===== config.mk =====
export PLATFORM = sky130hd
export DESIGN_NAME = ram_refresh_timer
export DESIGN_NICKNAME = d
export VERILOG_FILES = /design/src/rtl/ram_refresh_timer.sv
export SDC_FILE = /design/constraint.sdc
export NUM_CORES = 1
export LEC_CHECK = 0
export ABC_CLOCK_PERIOD_IN_PS = 3770
export CORE_AREA = 10 10 56 58
export CTS_CLUSTER_SIZE = 8
export DETAILED_ROUTE_END_ITERATION = 16
export DIE_AREA = 0 0 66 68
export PLACE_DENSITY = 0.67
export SLEW_MARGIN = 20
export SYNTH_ARGS = -nofsm -noshare
export SYNTH_HDL_FRONTEND = slang
export SYNTH_SLANG_ARGS = --single-unit

===== constraint.sdc =====
create_clock -name CLK -period 3.77 [get_ports CLK]
set_input_delay 0.754 -clock CLK [delete_from_list [all_inputs] [get_ports CLK]]
set_output_delay 0.754 -clock CLK [all_outputs]
set_load 0.01 [all_outputs]

===== src/rtl/ram_refresh_timer.sv =====
// DRAM refresh request generator: a free-running period counter accrues refresh
// debt that RefAck repays. Define REF_DEBT_EN to let debt accumulate up to MAX_DEBT.
module ram_refresh_timer #(
  parameter int unsigned REF_PERIOD = 375,
  parameter int unsigned URG_DELAY  = 96,
  parameter int unsigned MAX_DEBT   = 3
) (
  input  logic       CLK,
  input  logic       RST,
  input  logic       RefAck,
  input  logic       RefEn,
  output logic       RefReq,
  output logic       RefUrg,
  output logic [1:0] RefDebt,
  output logic       RefMiss
);

  localparam int unsigned PW = (REF_PERIOD > 1) ? $clog2(REF_PERIOD) : 1;
  localparam int unsigned UW = (URG_DELAY > 0) ? $clog2(URG_DELAY + 1) : 1;
  localparam logic [PW-1:0] PER_RELOAD = PW'(REF_PERIOD - 1);
  localparam logic [UW-1:0] URG_LIMIT  = UW'(URG_DELAY);

`ifdef REF_DEBT_EN
  localparam int unsigned DW = 2;
  localparam logic [DW-1:0] DEBT_SAT = DW'(MAX_DEBT);
`else
  localparam int unsigned DW = 1;
  localparam logic [DW-1:0] DEBT_SAT = 1'b1;
`endif

  if (MAX_DEBT < 1 || MAX_DEBT > 3) begin : g_max_debt_check
    $error("MAX_DEBT must lie in 1..3 to fit RefDebt");
  end

  typedef enum logic [1:0] {IDLE, PEND, URG} state_e;

  state_e        state_q, state_d;
  logic [PW-1:0] per_q, per_d;
  logic [UW-1:0] urg_cnt_q, urg_cnt_d;
  logic [DW-1:0] debt_q, debt_d;
  logic          req_q, req_d;
  logic          urg_q, urg_d;
  logic          miss_q, miss_d;
  logic          tick;
  logic          multi_debt;

  always_comb begin
    tick  = RefEn && (per_q == '0);
    per_d = per_q;
    if (RefEn) begin
      per_d = tick ? PER_RELOAD : per_q - PW'(1);
    end

    // A tick and an ack in the same cycle cancel; only a lone tick can miss.
    debt_d = debt_q;
    miss_d = miss_q;
    if (tick && !RefAck) begin
      if (debt_q == DEBT_SAT) begin
        miss_d = 1'b1;
      end else begin
        debt_d = debt_q + DW'(1);
      end
    end else if (RefAck && !tick && debt_q != '0) begin
      debt_d = debt_q - DW'(1);
    end

    // Aging restarts on any ack and only begins once a request is pending.
    if (RefAck || debt_d == '0 || state_q == IDLE) begin
      urg_cnt_d = '0;
    end else if (urg_cnt_q >= URG_LIMIT) begin
      urg_cnt_d = urg_cnt_q;
    end else begin
      urg_cnt_d = urg_cnt_q + UW'(1);
    end

`ifdef REF_DEBT_EN
    multi_debt = (debt_d > 2'd1);
`else
    multi_debt = 1'b0;
`endif

    if (debt_d == '0) begin
      state_d = IDLE;
    end else if (multi_debt || urg_cnt_d >= URG_LIMIT) begin
      state_d = URG;
    end else begin
      state_d = PEND;
    end

    req_d = (state_d != IDLE);
    urg_d = (state_d == URG);
  end

  always_ff @(posedge CLK) begin
    if (RST) begin
      per_q     <= PER_RELOAD;
      urg_cnt_q <= '0;
      debt_q    <= '0;
      state_q   <= IDLE;
      req_q     <= 1'b0;
      urg_q     <= 1'b0;
      miss_q    <= 1'b0;
    end else begin
      per_q     <= per_d;
      urg_cnt_q <= urg_cnt_d;
      debt_q    <= debt_d;
      state_q   <= state_d;
      req_q     <= req_d;
      urg_q     <= urg_d;
      miss_q    <= miss_d;
    end
  end

  assign RefReq  = req_q;
  assign RefUrg  = urg_q;
  assign RefMiss = miss_q;
`ifdef REF_DEBT_EN
  assign RefDebt = debt_q;
`else
  assign RefDebt = {1'b0, debt_q};
`endif

endmodule


# == Word-level counts from Yosys, hierarchy flattened ==
# Index checks and enable logic that the tools add are counted.
# Widths: inputs -> output; s select.
# op_classes
n_addsub,4
n_lt_le_gt_ge,2
n_eq_ne,1
mux,8
bitwise_logic,1
reduce_logical,12
# op_table
cell,n
$ge 7x7->1 const B,2
$mux 7,2
$logic_not 9->1,1
$mux 9,1
$sub 9x1->9 const B,1
$add 7x1->7 const B,1
$logic_and 1x1->1,4
$mux 2,2
$mux 1,3
$eq 2x2->1 const B,1
$logic_not 1->1,2
$logic_not 2->1,1
$logic_or 1x1->1,2
$reduce_and 2->1,1
$reduce_bool 2->1,1
$add 1x1->1 const B,1
$not 1->1,1
$sub 1x1->1 const B,1
# word_totals
register_bits,22
inputBits,4
output_inout_bits,5
elab_cells,35

# == Depth between registers and ports, before layout ==
# Gate-level depths: netlist of run 1.
# depth
ltp_word,15
ltp_mapped,5
mapped_depth_nobuf,5

# == Worst setup path before layout of run 1 ==
# Ideal clock, no wire load.
# synth_path
kind,input to register
startpoint,input RefEn
endpoint,register urg_cnt_q[5]
setup_time_ns,0.088
t_arrival_ns,1.779
required_ns,3.682
path_slack_ns,1.903
cell_stages,4
path_buffers,0
cell_sequence,nor3b_4 nand4b_4 a211o_4 a311oi_2
# synth_via
elab_chain_len,10
elab_cells_between_ends,11
classes_between,mux (3); bitwise (1); reduce/logical (7)
# synth_rtl
item,line,text
from (decl),11,"input logic RefEn,"
$logic_and 1x1->1 *,48,tick = RefEn && (per_q == '0);
$logic_not 1->1,63,end else if (RefAck && !tick && debt_q != '0) begin
$logic_and 1x1->1 (2 in series),63,
$mux 1,63,
$mux 1 *,57,if (tick && !RefAck) begin
$not 1->1 *,n/a,
$logic_or 1x1->1 * (2 in series),68,if (RefAck || debt_d == '0 || state_q == IDLE) begin
$mux 7 *,68,
to (signal assigned),105,urg_cnt_q <= urg_cnt_d;
to (decl),39,"logic [UW-1:0] urg_cnt_q, urg_cnt_d;"
# Mark *: on every way between the ends. The rest lies on a longest branch, timed or not.
# A chain may end at the register's enable or synchronous reset.

# == Worst setup path in the final report of run 1 ==
# Same ends and word-level chain as after synthesis.

==> summary.md, run 1 <==
| Metric | Value |
|---|---|
| Reg2Reg Setup Slack | `approximately 2200 ps` |
| Syn avg cell area | `about 9.4 um^2` |
| Clk root buf | `clkbuf_4` |
| Worst skew pair latency | `roughly 300 ps` |
| Vias | `~690` |
| Sw Share | `0.228` |
| Routed length per instance | `roughly 12 um` |
| WS Path Type | `input pin to flop` |
| RR Endpoint | `urg_cnt_q[5]` |
| Grt ovf | `0` |
| Fin nets | `118` |
| Arr. time, crit path | `between 2000 and 3000 ps` |
| Hold slack | `499 ps` |
| Clock period minus worst slack | `approximately 2300 ps` |
| CTS Sinks | `20` |
| Hold_buf cts | `0` |
| Number of synthesized flops with an enable pin | `0` |
| Post-Place Cells | `between 100 and 150` |
| Global Route Usage Sum | `0.0735` |
| First-pass GRT wire length | `between 2000 and 3000 um` |
| CP Capture Type | `flop` |
| Drt total wl | `1580 um` |
| Ports | `9` |
| Hold Path Class | `flop to flop` |
| Power per standard cell area | `roughly 320 nW/um^2` |
| R2R Path Start | `per_q[5]` |
| Post-synth cell types | `31` |
| Total power | `about 0.34 mW` |
| Final setup viols | `0` |
| Top FF cell, synth | `dfxtp_1` |
| Asr flop ratio synth | `0` |
| Flop pwr share | `0.643` |
| Cell Count, Final, Fillers Out | `136` |
| # DRC | `0` |
| Antenna violations before repair | `0` |
| Initial Util | `0.453` |
| Synth Instances | `around 100` |
| Final hold violation count | `0` |
| Post-CTS Resized | `0` |
| CP Launch Point | `RefEn` |
| CP Max Fanout | `7` |
| MaxCap Viol Count | `0` |
| Port bufs | `7` |
| Worst-path clk slew | `110 ps` |
| Layout cells sized above 1 | `0.102` |
| Int Pwr | `0.261 mW` |
| #FFs+latches synth | `20` |
| Worst Setup EP | `urg_cnt_q[5]` |
| Clock share of power | `0.295` |
| Sequential element share of the synthesized area | `0.420` |
| P_sw | `around 0.077 mW` |
| Die Span Y | `about 68 um` |
| VDD IR max | `about 0.2 mV` |
| Pins Over Slew Limit | `0` |
| Htree depth | `1` |
| DP Wirelength | `around 1200 um` |
| Synth top area cells | `dfxtp_1 (42%), xor2_1 (8.3%), ha_1 (5.2%), nand2_1 (4.7%), nor2_1 (4.3%)` |
| Sequential cell area | `around 400 um^2` |
| Die Wd | `~66 um` |
| Antenna Diode Count | `0` |
| Row count | `17` |
| WP data required | `between 3000 and 4000 ps` |
| Mapped Area | `around 950 um^2` |
| Ratio of final minimum period to clock period | `0.606` |
| Largest net degree at the start of global routing | `11` |
| Synth area leader | `dfxtp_1` |
| Fillers | `200` |
| CTS tree | `built` |
| Core ar. | `2110 um^2` |
| Vias in the first global route | `641` |
| Post-CTS Setup Bufs | `0` |
| Multi-input gate area | `512 um^2` |
| Routability congestion estimate | `0.704` |
| First DRT Iteration DRCs | `24` |
| Total Die Area | `about 4500 um^2` |
| Max Fclk | `about 440 MHz` |
| Pre-antenna DRT Iters | `4` |
| Syn Nets | `between 100 and 150` |
| Ys Warns | `0` |
| RSZ-0062 raised after global routing | `no` |
| Layout Skew | `roughly 9 ps` |
| Maximum root-to-sink buffer count | `2` |
| Gate power share | `0.062` |
| DRT antenna net count | `0` |
| Synth-to-layout area growth | `11.4%` |
| Run status | `finished, final reports clean` |
| CP startpoint kind | `input pin` |
| Vias per std cell | `just over 5` |
| R2r worst-path depth | `4` |
| Setup TNS Final | `0 ps` |
| Yosys top cell area share | `0.420` |
| Top-count cell post-synth | `dfxtp_1` |
| Total CTS buffers | `3` |
| LEAKAGE | `between 0.3 and 0.4 nW` |
| Commonest cells post-synth | `dfxtp_1 (20), nand2_1 (12), nor2_1 (11)` |
[metrics by stage]
step | setup slack (ps) | utilization | area, um^2
floorplan | 1900 | - | 953
detailed placement | 1180 | 0.494 | 1040
finish | 1480 | 0.504 | 1060
global placement | 1210 | 0.494 | 1040
CTS | 1490 | 0.504 | 1060
global route | 1410 | 0.504 | 1060
[worst min path at each step]
stage	startpoint	endpoint	slack (ps)	cells past startpoint
after floorplan	per_q[8]	per_q[8]	460	2
after global placement	RefMiss	RefMiss	470	1
after detailed placement	RefMiss	RefMiss	480	1
after CTS	RefMiss	RefMiss	500	1
after global routing	per_q[3]	per_q[3]	520	2
final	RefMiss	RefMiss	500	1
[area by class of cell]
class	count	area share
clock buffers	3	0.0212
inverters	6	0.0212
multi-input cells	72	0.482
flip-flops and latches	20	0.377
well taps	28	0.0330
repair buffers	7	0.0660
[metal layers]
layer / part of all wire / track usage / routed length (um)
met5: 0 / 0 / 0
met4: 0.0089 / 0.0236 / 14
met3: 0.043 / 0.0359 / 67
met2: 0.52 / 0.136 / 816
met1: 0.43 / 0.0702 / 677
[cell families after synthesis]
logic type | Yosys count | synth area share
AOI/OAI and AO/OA | 12 | 0.104
xor gates and xnor gates | 10 | 0.0919
adders and majority gates | 5 | 0.0643
buffers and inverters | 9 | 0.0433
DFF | 20 | 0.420
other | 1 | 0.00393
and+or+nand+nor | 44 | 0.273
[worst max-delay path: stages]
cell and delay, ps:
clkdlybuf4s50_1 580, nor3b_4 390, nand4b_4 190, a211o_4 410, a311oi_2 190
[layout by cell type (no fill, tap or decap)]
master            n
xnor2_1           1
xor2_1            9
nor2b_1           1
ha_1              4
clkbuf_4          3
nand3b_1          1
nor3b_4           1
nand4b_1          1
nand4b_4          1
a311oi_2          1
or2_2             1
conb_1            1
nand4_1           4
a211o_4           1
and3_1            1
o41ai_1           1
nor4_4            1
a31oi_1           4
a21oi_1           3
nand2_1          12
clkdlybuf4s50_1   7
o21ba_2           1
nor3_1            2
o21bai_1          1
dfxtp_1          20
nor2_1           11
nand2b_1          2
inv_1             6
maj3_2            1
nor3b_1           1
nand3_1           4
[power by group through the flow]
stage / clock [mW] / sequential, mW / combinational, mW
after global placement: 0 / 0.222 / 0.0207
after detailed placement: 0 / 0.222 / 0.0209
final: 0.0995 / 0.217 / 0.0208
after CTS: 0.103 / 0.217 / 0.0211
after floorplan: 0 / 0.221 / 0.0150
after global routing: 0.111 / 0.218 / 0.0232
[flip-flops by register name, summed over array words and instances (netlist names)]
signal     count
urg_cnt_q      7
per_q          9
debt_q         1
state_q        2
RefMiss        1
(Power assumes the default switching activity.)
==> run 2, diff against run 1 <==
--- a/config.mk
+++ b/config.mk
@@ -5,12 +5,12 @@
 export SDC_FILE = /design/constraint.sdc
 export NUM_CORES = 1
 export LEC_CHECK = 0
-export ABC_CLOCK_PERIOD_IN_PS = 3770
+export ABC_CLOCK_PERIOD_IN_PS = 1900
 export CORE_AREA = 10 10 56 58
 export CTS_CLUSTER_SIZE = 8
 export DETAILED_ROUTE_END_ITERATION = 16
 export DIE_AREA = 0 0 66 68
-export PLACE_DENSITY = 0.67
+export PLACE_DENSITY = 0.7
 export SLEW_MARGIN = 20
 export SYNTH_ARGS = -nofsm -noshare
 export SYNTH_HDL_FRONTEND = slang
==> constraint.sdc (replaced) <==
create_clock -name CLK -period 1.9 [get_ports CLK]
set_input_delay 0.38 -clock CLK [delete_from_list [all_inputs] [get_ports CLK]]
set_output_delay 0.38 -clock CLK [all_outputs]
set_load 0.01 [all_outputs]
==> summary.md, run 2 (same netlist as run 1, synthesis figures left out) <==
| Metric | Value |
|---|---|
| Run status | `finished, final reports clean (unchanged)` |
| Synth-to-layout area growth | `15.2% (was 11.4%)` |
| DRT antenna net count | `0 (unchanged)` |
| CTS tree | `built (unchanged)` |
| Final worst setup slack | `274 ps (was 1480 ps)` |
| Total Die Area | `4490 um^2 (unchanged)` |
| CTS Sinks | `20 (unchanged)` |
| Total power | `0.717 mW (was 0.337 mW)` |
| Htree depth | `1 (unchanged)` |
| Antenna violations before repair | `0 (unchanged)` |
| Hold_buf cts | `0 (unchanged)` |
| Row count | `17 (unchanged)` |
| DP Wirelength | `1300 um (was 1190 um)` |
| Drt total wl | `1660 um (was 1580 um)` |
| Pins Over Slew Limit | `0 (unchanged)` |
| Critical Path Slowest Stage Cell | `clkdlybuf4s50_1 (unchanged)` |
| Met3 Use GR | `0.0212 (was 0.0359)` |
| GR peak layer | `met2 (unchanged)` |
| CP Capture Type | `flop (unchanged)` |
| Power per standard cell area | `653 nW/um^2 (was 318 nW/um^2)` |
| Port bufs | `7 (unchanged)` |
| Vias | `693 (was 689)` |
| WS Path Type | `input pin to flop (unchanged)` |
| Core ar. | `2110 um^2 (unchanged)` |
| Vias per std cell | `4.95 (was 5.07)` |
| CP cell instances | `clkdlybuf4s50_1, nor3b_4, nand4b_4, a211o_4, a311oi_2 (unchanged)` |
| Clock period minus worst slack | `approximately 1600 ps` |
| Routed length per instance | `11.9 um (was 11.6 um)` |
| Initial Util | `0.453 (unchanged)` |
| Global Route Usage Sum | `0.0826 (was 0.0735)` |
| Cell Count, Final, Fillers Out | `140 (was 136)` |
| Post-CTS Setup Bufs | `0 (unchanged)` |
| Die Span Y | `68 um (unchanged)` |
| Post-CTS Resized | `0 (unchanged)` |
| Max Fclk | `between 600 and 700 MHz` |
| Leading cell type in the layout, fill and taps excluded | `dfxtp_1 (unchanged)` |
| Routability congestion estimate | `0.751 (was 0.704)` |
| Maximum root-to-sink buffer count | `2 (unchanged)` |
| First DRT Iteration DRCs | `20 (was 24)` |
| Commonest cells after routing, fill and taps aside | `dfxtp_1 (20), nand2_1 (12), nor2_1 (11) (unchanged)` |
| Met2 Use GR | `0.149 (was 0.136)` |
| CP startpoint kind | `input pin (unchanged)` |
| Antenna Diode Count | `0 (unchanged)` |
| Grt ovf | `0 (unchanged)` |
| Final setup viols | `0 (unchanged)` |
| Pre-antenna DRT Iters | `4 (unchanged)` |
| Largest regs | `per_q: 9 flops, urg_cnt_q: 7 flops, state_q: 2 flops (unchanged)` |
| CP Max Fanout | `7 (unchanged)` |
| Post-Place Cells | `136 (was 133)` |
| WP data required | `2110 ps (was 3980 ps)` |
| Die Wd | `66 um (unchanged)` |
| Worst stage delay on the critical path | `490 ps (was 580 ps)` |
| LEAKAGE | `0.399 nW (was 0.378 nW)` |
| Crit path max-delay family | `compound AO/OA/AOI/OAI gates (unchanged)` |
| Worst Path Buf+Inv | `1 (unchanged)` |
| Hold slack | `508 ps (was 499 ps)` |
| Ratio of final minimum period to clock period | `0.856` |
| Total CTS buffers | `3 (unchanged)` |
| Hold Path Class | `flop to flop (unchanged)` |
| Ports | `9 (unchanged)` |
| Worst-path clk slew | `110 ps (about the same)` |
| # DRC | `0 (unchanged)` |
| Largest net degree at the start of global routing | `12 (was 11)` |
| Most flop-heavy register | `per_q (unchanged)` |
| Final hold violation count | `0 (unchanged)` |
| Largest register FFs | `9 (unchanged)` |
| RSZ-0062 raised after global routing | `no (unchanged)` |
| VDD IR max | `0.394 mV (was 0.204 mV)` |
| First-pass GRT wire length | `2930 um (was 2610 um)` |
| Worst skew pair latency | `290 ps (was 300 ps)` |
| Vias in the first global route | `705 (was 641)` |
| Layout cells sized above 1 | `0.134 (was 0.102)` |
| MaxCap Viol Count | `0 (unchanged)` |
| Layout Skew | `1.39 ps (was 9.11 ps)` |
| Fin nets | `121 (was 118)` |
| Arr. time, crit path | `1840 ps (was 2500 ps)` |
| Clk root buf | `clkbuf_4 (unchanged)` |
| Met1 Use GR | `0.0862 (was 0.0702)` |
| Setup WS pre-CTS | `-40.2 ps (was 1180 ps)` |
==> run 2: cell types whose count changed in the layout (fill, tap and decap cells not counted), sizes merged <==
cell	previous run	this run
buf	0	3
clkbuf	3	4
==> run 2: cell type report <==
cell class	count	area [um^2]
multi-input combinational	72	512
timing repair buffer	10	92.6
tap	28	35.0
clock buffer	4	36.3
inverter	6	22.5
fill	205	1010
sequential	20	400
==> run 2: routing by layer <==
layer | vias to the layer above | wire length (um) | part of all wire
li1 | 361 | - | -
met1 | 326 | 734 | 0.44
met2 | 4 | 864 | 0.52
met3 | 2 | 46 | 0.028
met4 | 0 | 17 | 0.010
met5 | - | 0 | 0
==> run 2: final timing paths <==
| check | start | endpoint | slack [ps] | cells past startpoint |
|---|---|---|---|---|
| max | RefEn | urg_cnt_q[5] | 270 | 5 |
| min | RefMiss | RefMiss | 510 | 1 |
| max reg2reg | per_q[5] | urg_cnt_q[5] | 350 | 4 |
| min reg2reg | RefMiss | RefMiss | 510 | 1 |
==> run 2: power breakdown <==
part           switching [mW]  total, mW  leakage [nW]  internal (mW)
clock network           0.126      0.243        0.0210          0.117
registers             0.00622      0.431         0.162          0.425
logic                  0.0225     0.0436         0.216         0.0211
==> run 2: stage by stage <==
stage | utilization | area, um^2 | setup TNS (ps)
2_1_floorplan | - | 953 | 0
3_3_place_gp | 0.504 | 1060 | 0
3_5_place_dp | 0.504 | 1060 | -42.5
4_1_cts | 0.522 | 1100 | 0
5_1_grt | 0.522 | 1100 | 0
6_report | 0.522 | 1100 | 0
==> run 3, diff against run 2 <==
--- a/config.mk
+++ b/config.mk
@@ -10,7 +10,8 @@
 export CTS_CLUSTER_SIZE = 8
 export DETAILED_ROUTE_END_ITERATION = 16
 export DIE_AREA = 0 0 66 68
-export PLACE_DENSITY = 0.7
+export DONT_BUFFER_PORTS = 1
+export PLACE_DENSITY = 0.64
 export SLEW_MARGIN = 20
 export SYNTH_ARGS = -nofsm -noshare
 export SYNTH_HDL_FRONTEND = slang
==> summary.md, run 3 (same netlist as run 1, synthesis figures left out) <==
| Metric | Value |
|---|---|
| Fin nets | `111 (was 121)` |
| CP Max Fanout | `7 (unchanged)` |
| Vias | `663 (was 693)` |
| Drt total wl | `1620 um (was 1660 um)` |
| Most flop-heavy register | `per_q (unchanged)` |
| Largest register FFs | `9 (unchanged)` |
| Largest regs | `per_q: 9 flops, urg_cnt_q: 7 flops, state_q: 2 flops (unchanged)` |
| CP Launch Point | `per_q[2] (was RefEn)` |
| Die Span Y | `68 um (unchanged)` |
| WS Path Type | `flop to flop (was input pin to flop)` |
| Post-CTS Setup Bufs | `0 (unchanged)` |
| Synth-to-layout area growth | `4.07% (was 15.2%)` |
| CTS Sinks | `20 (unchanged)` |
| Antenna violations before repair | `0 (unchanged)` |
| Multi-input gate area | `512 um^2 (unchanged)` |
| Fillers | `200 (was 205)` |
| # DRC | `0 (unchanged)` |
| Row count | `17 (unchanged)` |
| Htree depth | `1 (unchanged)` |
| Placed Instance Area | `970 um^2 (was 1060 um^2)` |
| Final setup viols | `0 (unchanged)` |
| Arr. time, crit path | `1840 ps (about the same)` |
| Die Wd | `66 um (unchanged)` |
| Largest net degree at the start of global routing | `11 (was 12)` |
| Initial Util | `0.453 (unchanged)` |
| Grt ovf | `0 (unchanged)` |
| First DRT Iteration DRCs | `51 (was 20)` |
| Ratio of final minimum period to clock period | `0.859 (was 0.856)` |
| MaxCap Viol Count | `0 (unchanged)` |
| Post-CTS Resized | `0 (unchanged)` |
| Setup WS pre-CTS | `278 ps (was -40.2 ps)` |
| Ports | `9 (unchanged)` |
| CP Capture Type | `flop (unchanged)` |
| Run status | `finished, final reports clean (unchanged)` |
| Sequential cell area | `400 um^2 (unchanged)` |
| Routed length per instance | `12.5 um (was 11.9 um)` |
| Vias per std cell | `5.14 (was 4.95)` |
| Vias in the first global route | `642 (was 705)` |
| Worst skew pair latency | `290 ps (about the same)` |
| VDD IR max | `0.373 mV (was 0.394 mV)` |
| DP Wirelength | `1170 um (was 1300 um)` |
| R2R Path Start | `per_q[2] (was per_q[5])` |
| CTS tree | `built (unchanged)` |
| Max Fclk | `612 MHz (was 615 MHz)` |
| Hold Path Class | `input pin to flop (was flop to flop)` |
| Critical Path Slowest Stage Cell | `a211o_4 (was clkdlybuf4s50_1)` |
| Clock period minus worst slack | `1630 ps (about the same)` |
| Layout Skew | `7.37 ps (was 1.39 ps)` |
| Leading cell type in the layout, fill and taps excluded | `dfxtp_1 (unchanged)` |
| Hold Path Depth | `1 (unchanged)` |
| Worst-path clk slew | `110 ps (about the same)` |
| Pins Over Slew Limit | `0 (unchanged)` |
| Global Route Usage Sum | `0.0809 (was 0.0826)` |
| LEAKAGE | `0.352 nW (was 0.399 nW)` |
| Pre-antenna DRT Iters | `4 (unchanged)` |
| Finished Cell Area | `992 um^2 (was 1100 um^2)` |
| Total Die Area | `4490 um^2 (unchanged)` |
| Fin util | `0.471 (was 0.522)` |
| Worst stage delay on the critical path | `410 ps (was 490 ps)` |
| Min-delay src | `RST (was RefMiss)` |
| Reg2Reg Setup Slack | `270 ps (was 350 ps)` |
| Power per standard cell area | `661 nW/um^2 (was 653 nW/um^2)` |
| Routability congestion estimate | `0.712 (was 0.751)` |
| CP startpoint kind | `flop (was input pin)` |
| CP cell instances | `nor3b_4, nand4b_4, a211o_4, a311oi_2 (was clkdlybuf4s50_1, nor3b_4, nand4b_4, a211o_4, a311oi_2)` |
| Final worst setup slack | `267 ps (was 274 ps)` |
| Total power | `0.656 mW (was 0.717 mW)` |
| RSZ-0062 raised after global routing | `no (unchanged)` |
| Port bufs | `0 (was 7)` |
| Antenna Diode Count | `0 (unchanged)` |
| Clk root buf | `clkbuf_4 (unchanged)` |
| Commonest cells after routing, fill and taps aside | `dfxtp_1 (20), nand2_1 (12), nor2_1 (11) (unchanged)` |
| DRT antenna net count | `0 (unchanged)` |
| Maximum root-to-sink buffer count | `2 (unchanged)` |
| First-pass GRT wire length | `2820 um (was 2930 um)` |
| Hold_buf cts | `0 (unchanged)` |
| Total CTS buffers | `3 (unchanged)` |
| Final hold violation count | `0 (unchanged)` |
| R2r worst-path depth | `4 (unchanged)` |
| Core ar. | `2110 um^2 (unchanged)` |
| WP data required | `2110 ps (about the same)` |
| Setup TNS Final | `0 ps (unchanged)` |
| Layout cells sized above 1 | `0.109 (was 0.134)` |
[run 3: changes by cell type in the layout (fill, tap and decap cells not counted)]
cell             delta
clkdlybuf4s50_1     -7
buf_4               -3
clkbuf_8            -1
[run 3: path summary, 6_finish.rpt]
| path | to |
|---|---|
| hold reg to reg | per_q[8] |
| hold / removal | per_q[0] |
| setup / recovery | urg_cnt_q[5] |
| setup reg to reg | urg_cnt_q[5] |
[run 3: where the power goes]
part           switching (mW)  internal [mW]  leakage [nW]
combinational          0.0175         0.0137         0.177
sequential            0.00630          0.424         0.162
clock                   0.120         0.0738        0.0138
[run 3: stage by stage]
stage | hold WS [ps] | instances
floorplan | 460 | 101
global placement | 453 | 126
detailed placement | 455 | 126
CTS | 122 | 129
global route | 111 | 129
finish | 135 | 129
[run 3: final cells by class]
type,instances,share of cell area
inverters,6,0.0227
multi-input cells,72,0.516
clock buffers,3,0.0227
flip-flops and latches,20,0.404
well taps,28,0.0353
[run 3: critical path, delay by kind of cell, from the launching register on]
family / cells / cell delay, ps
AO/OA/AOI/OAI: 2 / 610
flip-flops: 1 / 370
AND/OR/NAND/NOR: 2 / 560
[run 3: routing by layer]
layer	track usage	part of all wire	up-vias	wire, um
met3	0.0408	0.046	2	74
met4	0.0340	0.0080	0	13
li1	-	-	347	-
met5	0	0	-	0
met1	0.0814	0.42	302	681
met2	0.140	0.52	12	849
==> variant 1: new RTL, config.mk and constraints of run 3 <==
Re-encode `state_e` (3 states) as one-hot, 3 bits wide.
--- a/src/rtl/ram_refresh_timer.sv
+++ b/src/rtl/ram_refresh_timer.sv
@@ -34,3 +34,3 @@
 
-  typedef enum logic [1:0] {IDLE, PEND, URG} state_e;
+  typedef enum logic [2:0] {IDLE = 3'b001, PEND = 3'b010, URG = 3'b100} state_e;
 
Check against the original RTL: no difference found for any inputs over 10 cycles, from zero or initial values and one cycle with RST high; not proved beyond that.
==> variant 1 against run 3 <==
- cell area grew 2.0%
- clock skew is 2.9 ps higher
- hold slack worse by 2.4 ps
- combinational power grew 5%
- sequential cell count up 1
- critical path depth is 2 higher
- synthesized area increased by 0.79%
- wire length rose by 2.3%
- global-route usage rose by 0.23 points
- setup slack got worse by 29 ps
- power is 7.1% higher
- critical endpoint is now state_q[0]$_SDFF_PP1_
- largest cell class unchanged
- highest routed layer unchanged
==> variant 1: results (changes against run 3) <==
Final estimated routing congestion in global placement: 0.773 (+8.6%). Grouping stages by cell kind, the critical path spends the most delay in simple AND/OR/NAND/NOR gates. The routed wire length is 1660 microns (+2.3%), and the total global routing track utilization is 0.0831 (+0.00226).

The number of antenna violations at the first check in global routing was 0 (unchanged). The critical path data arrival time was 1860 ps (+20 ps); the final-report hold violation count was 0 (unchanged). By area the synthesized netlist is led by sky130_fd_sc_hd__dfxtp_1, sky130_fd_sc_hd__xor2_1, sky130_fd_sc_hd__nor2_1, sky130_fd_sc_hd__ha_1, sky130_fd_sc_hd__nand2_1.

The run gives 657 (+2.3%) as the via count of the first global-routing pass. The logs give 688 (+3.8%) for the total vias in the final route and 581 uV (+56%) for the maximum vdd ir drop. Largest driver fanout on the critical path: 4 (-3).

Number of DRC markers after the initial detailed-route iteration: 32 (-37%). Sorting the synthesized cells by how often they occur yields sky130_fd_sc_hd__dfxtp_1, sky130_fd_sc_hd__nor2_1, sky130_fd_sc_hd__nand2_1, sky130_fd_sc_hd__xor2_1, sky130_fd_sc_hd__inv_1. The largest registers in the layout are per_q (9), urg_cnt_q (7), state_q (3). The logs give 0.438 (+0.0176) for the sequential area share after synthesis and 31 (unchanged) for the number of unique standard cell types used by synthesis. Final setup skew: 10.2 ps (+2.86 ps). The run finished with clean final reports. The share of layout cells above drive strength 1 is 0.0917 (-0.0172), and the leakage power figure is 0.357 nW (+1.4%). The area share of the leading cell type in the synthesized netlist was 0.438 (+0.0176).

The run gives 2900 microns (+2.7%) as the wire length of the first global-routing pass. The post-CTS resize count was 0 (unchanged). The logs give 0 (unchanged) for the warning count from the yosys run and 1250 microns (+7.2%) for the total half-perimeter wirelength after legalization and detailed placement.

For the maximum number of pins on one net before global-route repair, the log shows 13 (+2). The net count after synthesis came out at 115 (+5.5%). The biggest cell delay along the critical path is 360 ps (-50 ps). The post-placement cell area is 985 sq um (+1.5%).

The critical path's slowest cell was sky130_fd_sc_hd__dfxtp_1.
[variant 1: where the power goes]
group / internal [W] / switching (W)
clock: 0.0000784 / 0.000135
sequential: 0.000447 / 0.00000878
combinational: 0.0000150 / 0.0000178
total: 0.000541 / 0.000162
[variant 1: area by class of cell]
cell class / count / area [sq um]
Timing Repair Buffer: 1 / 7.51
Multi-Input combinational cell: 76 / 495
Sequential cell: 21 / 420
Clock inverter: 1 / 5.00
Tap cell: 28 / 35.0
Inverter: 7 / 26.3
Fill cell: 198 / 1090
Clock buffer: 3 / 22.5
[variant 1: path summary, 6_finish.rpt]
check                   startpoint               endpoint  slack (ps)  depth (start not counted)
min                            RST  state_q[1]$_SDFF_PP0_         130                          1
max reg2reg  per_q[1]$_SDFFE_PP1P_  state_q[0]$_SDFF_PP1_         240                          6
max          per_q[1]$_SDFFE_PP1P_  state_q[0]$_SDFF_PP1_         240                          6
min reg2reg  per_q[6]$_SDFFE_PP1P_  per_q[6]$_SDFFE_PP1P_         530                          2
[variant 1: cell families after synthesis]
kind of cell               synth area share
xor gates and xnor gates              0.109
AOI/OAI and AO/OA                    0.0755
DFF                                   0.437
and+or+nand+nor                       0.263
buffers and inverters                0.0469
other                               0.00390
adders and majority gates            0.0638
[variant 1: layer usage]
layer | up-vias | track usage | wire length, microns
met2 | 8 | 0.141 | 844
li1 | 355 | - | -
met1 | 323 | 0.0896 | 728
met5 | - | 0 | 0
met4 | 0 | 0.0314 | 17
met3 | 2 | 0.0375 | 64
[variant 1: stage by stage]
step,utilization,hold slack (ps),setup WS (ps),power [W],cells
CTS,0.481,118,238,0.000711,137
global route,0.481,99.6,116,0.000736,137
floorplan,-,461,363,0.000493,107
finish,0.481,133,238,0.000702,137
detailed placement,0.468,450,252,0.000498,133
global placement,0.468,449,310,0.000496,133
==> variant 2: new RTL, config.mk and constraints of run 3 <==
Without the edit above. Set the localparam `DEBT_SAT` to 1'b0 (it was 1'b1).
--- a/src/rtl/ram_refresh_timer.sv
+++ b/src/rtl/ram_refresh_timer.sv
@@ -27,3 +27,3 @@
   localparam int unsigned DW = 1;
-  localparam logic [DW-1:0] DEBT_SAT = 1'b1;
+  localparam logic [DW-1:0] DEBT_SAT = 1'b0;
 `endif
Check against the original RTL: no difference found for any inputs over 10 cycles, from zero or initial values and one cycle with RST high; that may be too few to reach the edited logic, so the function may still have changed.
==> variant 2 against run 3 <==
- sequential cell count is the same
- power up 24%
- synthesized area shrank 1.0%
- core utilization rose by 1.1 points
- wire length fell by 2.3%
- cell area grew 2.4%
- setup slack gained 100 ps
- maximum frequency rose by 6.7%
==> variant 2: results (changes against run 3) <==
The run finished with clean final reports. The logs give 815 uV (+120%) for the maximum vdd ir drop and 203 (+1.5%) for the count of fill cells added during filler insertion. The tools report the number of DRC markers after the initial detailed-route iteration as 29 (-43%). Count of nets after finishing: 115 (+3.6%). The share of layout cells above drive strength 1 was 0.0755 (-0.0334).

The class of the tightest hold or removal check is in2reg. Sorting the synthesized cells by how often they occur yields sky130_fd_sc_hd__dfxtp_1, sky130_fd_sc_hd__nand2_1, sky130_fd_sc_hd__nor2_1, sky130_fd_sc_hd__xor2_1, sky130_fd_sc_hd__nand3_1. The number of buffers inserted during clock tree synthesis came out at 3 (unchanged).

In this run the critical register-to-register path is launched from per_q[4]$_SDFFE_PP1P_. The H-tree depth is 1 (unchanged). The number of unique standard cell types used by synthesis was 30 (-3.2%).

The largest driver fanout on the critical path was 6 (-1); the wire length of the first global-routing pass was 2660 microns (-5.6%). The number of vias per cell after detailed routing was 4.81 (-6.3%); the post-CTS setup repair buffer count was 0 (unchanged). Via count of the first global-routing pass: 577 (-10%). The final standard cell area without fillers was 1020 sq um (+2.4%); the number of antenna violations at the first check in global routing was 0 (unchanged).

The largest total area in the synthesized netlist belongs to sky130_fd_sc_hd__dfxtp_1. The clock insertion delay at the later pin of the skew report came out at 310 ps (+20 ps). The number of buffers inserted by port buffering was 0 (unchanged). For the net count after synthesis, the log shows 112 (+2.8%).

The count of TritonRoute iterations in the first routing pass came out at 4 (unchanged). The sequential area share after synthesis was 0.424 (+0.00446). After synthesis, the cell types taking the most area are sky130_fd_sc_hd__dfxtp_1, sky130_fd_sc_hd__xor2_1, sky130_fd_sc_hd__ha_1, sky130_fd_sc_hd__nand2_1, sky130_fd_sc_hd__nor2_1. The clock transition at the registers of the reported paths is 120 ps, and the total half-perimeter wirelength after legalization and detailed placement is 1180 microns (+0.82%). The run gives 963 sq um (-0.65%) as the post-placement cell area. For the maximum number of pins on one net before global-route repair, the log shows 13 (+2).

The tools report the total global routing track utilization as 0.0759 (-0.00496). The critical path data arrival time was 1750 ps (-90 ps). In this run the worst setup path terminates at state_q[1]$_SDFF_PP0_.

The worst setup path is of the reg2reg kind. The run gives 2 (unchanged) as the maximum buffer depth of the clock tree. The logs give 0 (unchanged) for the post-CTS resize count and 0.362 nW (+2.8%) for the leakage power figure. The length in cells of the worst reg-to-reg path works out to 4 (unchanged). The logs give 0.719 (+1.1%) for the final estimated routing congestion in global placement and 0 (unchanged) for the warning count from the yosys run.

The tree is rooted in a sky130_fd_sc_hd__clkbuf_4. Diode insertion count for antenna repair: 0 (unchanged). The routed wire length was 1580 microns (-2.3%); the proportion of register bits with asynchronous set or reset after synthesis was 0 (unchanged). For the final setup skew, the log shows 4.35 ps (-3.02 ps).

The largest registers in the layout are per_q (9), urg_cnt_q (7), state_q (2).
## variant 2: worst min-delay path by stage
stage | cells after the start | startpoint | slack [ps] | endpoint
after CTS | 1 | RST | 120 | per_q[0]$_SDFFE_PP0P_
after floorplan | 1 | RST | 450 | RefMiss$_SDFFE_PP0P_
after global routing | 1 | RST | 100 | state_q[1]$_SDFF_PP0_
after detailed placement | 1 | RST | 450 | per_q[0]$_SDFFE_PP0P_
after global placement | 1 | RST | 450 | per_q[0]$_SDFFE_PP0P_
final | 1 | RST | 120 | per_q[0]$_SDFFE_PP0P_
## variant 2: layout make-up
cell class              count  area share
clock inverters             1      0.0296
clock buffers               3      0.0222
flip-flops and latches     20       0.394
inverters                   6      0.0222
multi-input cells          76       0.498
well taps                  28      0.0345
## variant 2: logic make-up after synthesis
group / synth area share
and+or+nand+nor: 0.313
DFF: 0.424
xor gates and xnor gates: 0.102
AOI/OAI and AO/OA: 0.0637
buffers and inverters: 0.0398
adders and majority gates: 0.0531
other: 0.00397
## variant 2: layer usage
metal | global-route usage | vias up | wire (microns)
met5 | 0 | - | 0
met4 | 0.0157 | 0 | 10
met3 | 0.0408 | 2 | 78
met2 | 0.130 | 8 | 804
met1 | 0.0816 | 290 | 688
li1 | - | 345 | -
## variant 2: stage by stage
step / instances / hold slack (ps)
5_1_grt: 134 / 102
6_report: 134 / 124
2_1_floorplan: 104 / 449
4_1_cts: 134 / 123
3_5_place_dp: 130 / 453
3_3_place_gp: 130 / 450
## variant 2: where the power goes
part	switching (W)	internal [W]	leakage, nW
Clock	0.000137	0.000213	0.0279
Sequential	0.00000670	0.000425	0.162
Combinational	0.0000171	0.0000133	0.172
Total	0.000161	0.000651	0.362
## variant 2: critical path: stages (launching register included)
cell and delay, ps:
sky130_fd_sc_hd__dfxtp_1 380, sky130_fd_sc_hd__nor4_4 380, sky130_fd_sc_hd__nand4b_4 180, sky130_fd_sc_hd__xor2_1 220, sky130_fd_sc_hd__nor4bb_1 290
